[src/rtl/inst_fetch_pkg.sv]
// Shared fetch/decode definitions: state encoding,
// width defaults and control opcodes.
package inst_fetch_pkg;

  localparam int IW_DEF     = 32;
  localparam int AW_DEF     = 4;
  localparam int QDEPTH_DEF = 2;

  typedef enum logic [1:0] {
    S_IDLE = 2'd0,
    S_RUN  = 2'd1,
    S_HALT = 2'd2
  } state_t;

  // Opcode lives in the top five bits of a word.
  localparam logic [4:0] OPC_JMP  = 5'h01;
  localparam logic [4:0] OPC_HALT = 5'h1B;

  function automatic logic [4:0] opcode(
    input logic [31:0] w
  );
    return w[31:27];
  endfunction

endpackage

[src/rtl/inst_fetch_queue.sv]
// fetch_queue: small sync FIFO with flush,
// carrying {pc, instr} entries to decode.
module fetch_queue #(
  parameter int DEPTH = 2,
  parameter int W     = 36
) (
  input  logic                     clk,
  input  logic                     sys_rst,
  input  logic                     flush,
  input  logic                     push,
  input  logic [W-1:0]             din,
  input  logic                     pop,
  output logic [W-1:0]             dout,
  output logic [$clog2(DEPTH):0]   count
);

  localparam int PW = $clog2(DEPTH);

  logic [W-1:0]  mem [DEPTH];
  logic [PW-1:0] wp;
  logic [PW-1:0] rp;

  assign dout = mem[rp];

  // Storage array, not reset; only live entries are read.
  always_ff @(posedge clk) begin
    if (push) mem[wp] <= din;
  end

  // Pointer and occupancy tracking; flush empties the queue.
  always_ff @(posedge clk) begin
    if (sys_rst || flush) begin
      wp    <= '0;
      rp    <= '0;
      count <= '0;
    end else begin
      if (push) wp <= wp + 1'b1;
      if (pop)  rp <= rp + 1'b1;
      count <= count + (PW+1)'(push)
                     - (PW+1)'(pop);
    end
  end

endmodule

[src/rtl/inst_fetch.sv]
// Fetch stage: instruction memory, PC, prefetch
// queue to decode. Optional FETCH_PERF_EN counters.
module inst_fetch
  import inst_fetch_pkg::*;
#(
  parameter int IW     = IW_DEF,
  parameter int AW     = AW_DEF,
  parameter int QDEPTH = QDEPTH_DEF
) (
  input  logic          clk,
  input  logic          sys_rst,
  input  logic          start,
  input  logic          load_en,
  input  logic [AW-1:0] load_addr,
  input  logic [IW-1:0] load_data,
  output logic          ir_valid,
  output logic [IW-1:0] ir,
  output logic [AW-1:0] ir_pc,
  input  logic          ir_ready,
  input  logic          jmp_valid,
  input  logic [AW-1:0] jmp_target,
  input  logic          halt,
  output logic [AW-1:0] fetch_pc,
  output logic          halted
`ifdef FETCH_PERF_EN
  ,
  output logic [15:0]   perf_fetch_cnt,
  output logic [15:0]   perf_stall_cnt
`endif
);

  localparam int CW = $clog2(QDEPTH) + 1;
  localparam int QW = AW + IW;

  state_t        state;
  logic [IW-1:0] imem [2**AW];
  logic [IW-1:0] rdata;
  logic [AW-1:0] rd_pc;
  logic          inflight;
  logic [CW-1:0] q_count;
  logic [QW-1:0] q_head;
  logic          q_nempty;
  logic          run;
  logic          pop;
  logic          flush;
  logic          issue;
  logic          q_push;
  logic          q_pop;
  logic [CW:0]   occ;

  // The in-flight read acts as the queue's newest
  // entry, so word 0 is visible the cycle it lands.
  assign run      = state == S_RUN;
  assign q_nempty = q_count != '0;
  assign ir_valid = q_nempty | inflight;
  assign ir       = q_nempty ? q_head[IW-1:0]
                             : rdata;
  assign ir_pc    = q_nempty ? q_head[QW-1:IW]
                             : rd_pc;
  assign pop      = ir_valid & ir_ready;
  assign q_pop    = pop & q_nempty;
  assign flush    = run & (jmp_valid | halt);
  assign q_push   = inflight & ~flush
                  & ~(pop & ~q_nempty);
  assign occ      = {1'b0, q_count}
                  + (CW+1)'(inflight)
                  - (CW+1)'(pop);
  assign issue    = run & ~load_en & ~flush
                  & (occ < (CW+1)'(QDEPTH));
  assign halted   = state == S_HALT;

  // Instruction memory write port, no reset.
  always_ff @(posedge clk) begin
    if (load_en) imem[load_addr] <= load_data;
  end

  // State, PC and the registered memory read.
  always_ff @(posedge clk) begin
    if (sys_rst) begin
      state    <= S_IDLE;
      fetch_pc <= '0;
      inflight <= 1'b0;
      rdata    <= '0;
      rd_pc    <= '0;
    end else begin
      inflight <= issue;
      if (issue) begin
        rdata <= imem[fetch_pc];
        rd_pc <= fetch_pc;
      end
      unique case (state)
        S_IDLE: if (start) state <= S_RUN;
        S_RUN: begin
          if (halt)
            state <= S_HALT;
          else if (jmp_valid)
            fetch_pc <= jmp_target;
          else if (issue)
            fetch_pc <= fetch_pc + 1'b1;
        end
        S_HALT: state <= S_HALT;
        default: state <= S_IDLE;
      endcase
    end
  end

  fetch_queue #(
    .DEPTH (QDEPTH),
    .W     (QW)
  ) u_queue (
    .clk     (clk),
    .sys_rst (sys_rst),
    .flush   (flush),
    .push    (q_push),
    .din     ({rd_pc, rdata}),
    .pop     (q_pop),
    .dout    (q_head),
    .count   (q_count)
  );

`ifdef FETCH_PERF_EN
  // Saturating handshake and starvation counters.
  always_ff @(posedge clk) begin
    if (sys_rst) begin
      perf_fetch_cnt <= '0;
      perf_stall_cnt <= '0;
    end else begin
      if (pop && perf_fetch_cnt != 16'hFFFF)
        perf_fetch_cnt <= perf_fetch_cnt + 1'b1;
      if (run && ir_ready && !ir_valid
          && perf_stall_cnt != 16'hFFFF)
        perf_stall_cnt <= perf_stall_cnt + 1'b1;
    end
  end
`endif

endmodule

[config.mk]
export PLATFORM = sky130hd
export DESIGN_NAME = inst_fetch
export DESIGN_NICKNAME = d
export VERILOG_FILES = /design/src/rtl/inst_fetch_pkg.sv /design/src/rtl/inst_fetch_queue.sv /design/src/rtl/inst_fetch.sv
export SDC_FILE = /design/constraint.sdc
export NUM_CORES = 1
export LEC_CHECK = 0
export BUFFER_PORTS_ARGS = -buffer_cell sky130_fd_sc_hd__buf_2
export CAP_MARGIN = 10
export CORE_MARGIN = 2
export CORE_UTILIZATION = 35
export CTS_BUF_LIST = sky130_fd_sc_hd__clkbuf_8
export DETAILED_ROUTE_END_ITERATION = 10
export GPL_TIMING_DRIVEN = 1
export HOLD_SLACK_MARGIN = 0.15
export PLACE_DENSITY = 0.51
export SYNTH_ARGS = -nofsm -noshare
export SYNTH_HDL_FRONTEND = slang
export SYNTH_SLANG_ARGS = --single-unit
[constraint.sdc]
create_clock -name clk -period 10.5 [get_ports clk]
set_input_delay 1.575 -clock clk [delete_from_list [all_inputs] [get_ports clk]]
set_output_delay 1.575 -clock clk [all_outputs]
set_load 0.02 [all_outputs]
==> impl_metrics.py <==
metrics = {
    "outcome": {
        "status": "complete, no violations",
    },
    "critical_path": {
        "cp-end-kind": "primary output",
        "cp.buffers_inverters": 2,
        "reg2reg_to": "rdata[0]",
        "cp-startpoint": "u_queue.count[1]",
        "critical_path.endpoint": "ir[30]",
        "cp.arrival_ps": 2750,
        "path_depth": 5,
        "ff2ff_path_depth": 9,
        "worst_ep_required_time_ps": 8930,
        "crit_family": "buffers and inverters",
        "reg2reg_slack_ps": 6830,
        "r2r_start": "u_queue.count[1]",
        "critPathLaunchType": "flop",
        "cp_max_fo": 42,
        "cp_slowest_cell": "buf_4",
        "critical_path_class": "reg -> out",
        "worstPathCellList": "or2_4, buf_4, nor2_1, a21oi_1, buf_2",
        "max_stage_delay_ps": 530,
    },
    "global_routing": {
        "grt_pass1_wl_mm": 80.5,
        "grt_busiest_layer": "met2",
        "gr-usage-met3_pct": 2.98,
        "antenna_found_initial": 6,
        "use_met2_pct": 26.4,
        "grt_use_met1_pct": 20.1,
        "grt_pass1_vias": 12198,
        "grt_use_total_pct": 15.5,
        "grt_remaining_overflow": 0,
        "grt_max_degree": 47,
    },
    "pwr": {
        "power.density_nw_per_um2": 181,
        "ir_drop_v": 0.0000779,
        "p_leak_uw": 0.00878,
    },
    "sta": {
        "fin_crit_ps": 4330,
        "slew_headroom_pct": 27.7,
        "finalSetupViolations": 0,
        "worst_pin_slew_ps": 1080,
        "rsz0062_at_grt": "no",
        "hold_viol_final": 0,
        "timing.final.crit_share_pct": 41.2,
        "fin_setup_tns_ps": 0,
        "finalClockSkew_ps": 21.9,
        "timing.fmax_mhz": 231,
        "timing.final.ws_setup_ps": 6170,
        "slew_viol_final": 0,
    },
    "cts": {
        "cts-root-buf": "clkbuf_8",
        "cts_setup_buffers": 0,
        "clkLatencyLatePin_ps": 680,
        "clock_sinks": 632,
        "clkTransAtPathRegs_ps": 60,
        "tritoncts": "built",
        "cts_buffers": 100,
        "htreeDepth": 3,
        "hold_buffers": 0,
        "clockBufferDepth": 3,
        "ctsResizeCount": 0,
    },
    "placement": {
        "portBuffers": 88,
        "dp_slack_ps": 5930,
        "hpwl_mm": 26.9,
        "place_congestion": 0.695,
        "dpl_cell_area_um2": 26000,
    },
    "worst_hold_path": {
        "hold_class": "reg -> reg",
    },
    "synth": {
        "seq_area_frac_synth_pct": 75.9,
        "synth_area_um2": 24400,
        "syn_nets": 1218,
        "yosysWarnings": 0,
        "synth_edf_count": 584,
        "netlist_instances": 1163,
        "ys_ff_latch": 632,
        "netlist-cell-type-count": 41,
        "avgSynthCellArea_um2": 20.9,
        "synthArstFlopShare_pct": 0,
        "ys.flop_type": "edfxtp_1",
    },
    "floorplanning": {
        "dieArea_um2": 71700,
        "die-width_um": 268,
        "start_util_pct": 35.5,
        "floorplan.rows": 96,
        "die_y_um": 268,
        "coreArea_um2": 68700,
        "ios": 89,
    },
    "detailed_routing": {
        "drt-wirelength-per-cell_um": 23.4,
        "drt_wl_total_mm": 54.7,
        "drt-pass1-iter-count": 5,
        "via_per_inst": 4.92,
        "via_count": 11484,
        "drt_iter0_markers": 798,
        "antenna_left": 0,
        "drcViolationCount": 0,
    },
    "final_layout": {
        "nets": 1372,
        "num-fill-cells": 6251,
        "layout-drive-gt1-share_pct": 27.3,
        "register_area_um2": 18500,
        "syn_to_final_growth_pct": 14.3,
        "fin_area_um2": 27900,
        "multiInputGateArea_um2": 5600,
    },
    "run": {
        "maxCapViolations": 0,
    },
}
[registers in the layout (all words and copies together), names as in the netlist, 2 cells and up, named ones only]
name,flops
imem,512
u_queue.mem,72
rdata,32
fetch_pc,4
rd_pc,4
state,2
u_queue.count,2
[worst reg2reg max path, cell delays in order (launching register included)]
cell and delay (ps):
dfxtp_1 380, or3_1 380, and2_1 170, ha_1 260, nand2b_1 160, fa_1 520
nor2b_1 370, and4_2 1050, a22oi_1 170, o21ai_1 140
[power by group]
group          total [µW]  internal [µW]  switching [µW]  leakage [µW]
sequential           2820           2790            22.0       0.00557
clock                1950           1010             945       0.00110
combinational         258            105             153       0.00211
total                5030           3910            1120       0.00878
[kinds of logic (layout without fill, tap and decap cells)]
family	Yosys count	after routing	synth area share [%]
compound gates	119	119	2.89
flops	632	632	75.9
buf+inv	70	307	1.65
xor+xnor	5	5	0.180
fa+ha+maj	8	8	0.442
simple gates	96	96	1.80
other cells	0	4	0
mux	233	233	17.1
[metal layers]
metal	vias to the layer above	part of all wire [%]	wire length (µm)
li1	5157	-	-
met1	6025	44	24100
met2	219	50	27300
met3	79	4.0	2190
met4	4	2.0	1070
met5	-	0.046	25
[worst min-delay path by stage]
stage | from | endpoint | slack (ps) | cells after the start
3_3_place_gp | rdata[11] | u_queue.mem[0][11] | 460 | 0
5_1_grt | rdata[8] | u_queue.mem[0][8] | 500 | 0
6_report | rdata[11] | u_queue.mem[0][11] | 490 | 0
3_5_place_dp | rd_pc[1] | u_queue.mem[1][33] | 470 | 0
2_1_floorplan | rd_pc[0] | u_queue.mem[0][32] | 450 | 0
4_1_cts | rd_pc[1] | u_queue.mem[1][33] | 490 | 0
[layout make-up]
cell class,count,share of cell area [%]
Clock buffer,113,5.58
Clock inverter,72,1.20
Tap cell,931,4.18
Timing Repair Buffer,116,2.34
Antenna cell,4,0.0359
Multi-Input combinational cell,461,20.1
Inverter,6,0.0809
Sequential cell,632,66.5
[placed cells by master (no fill, tap or decap), drive strengths merged, types with 32 or more instances in the layout]
cell,n
buf,116
a21oi,41
mux2,32
dfxtp,48
mux2i,73
o21ai,36
mux4,128
clkbuf,113
inv,43
edfxtp,584
a22oi,33
nor2,62
[stage by stage]
stage          cells  util (%)  total power (µW)  hold slack [ps]
6_report        2335      40.5              5030              489
3_3_place_gp    2146      37.8              3130              460
4_1_cts         2331      40.5              5100              491
3_5_place_dp    2146      37.8              3130              472
5_1_grt         2334      40.5              5230              500
2_1_floorplan   1163         -              3030              447
[synth_stat cells (2+ instances only)]
library cell    n  area (µm²)
o41ai_1         2        17.5
ha_1            7        87.6
edfxtp_1      584       17500
nor3_1          5        25.0
dfxtp_1        48         961
and3_1          2        12.5
or3_1           2        12.5
xnor2_1         4        35.0
nor2b_1         3        18.8
o21ai_0         4        20.0
mux4_1         52        1370
inv_1           6        22.5
buf_6           5        56.3
buf_4           5        37.5
a31oi_1         4        25.0
mux2i_1        73         731
buf_8           3        45.0
nand3b_1        2        15.0
a22oi_1        33         248
buf_1           7        26.3
mux2_2         32         360
and2_1          3        18.8
o21ai_1        32         160
nor2_1         62         233
nand2b_1        5        31.3
nand2_1         2        7.51
buf_12          2        40.0
o311ai_0        2        17.5
nand3_1         5        25.0
mux4_2         76        1710
clkbuf_1       28         105
a21oi_1        41         205
buf_2          14        70.1
No activity file was read; power rests on OpenSTA's default activity.
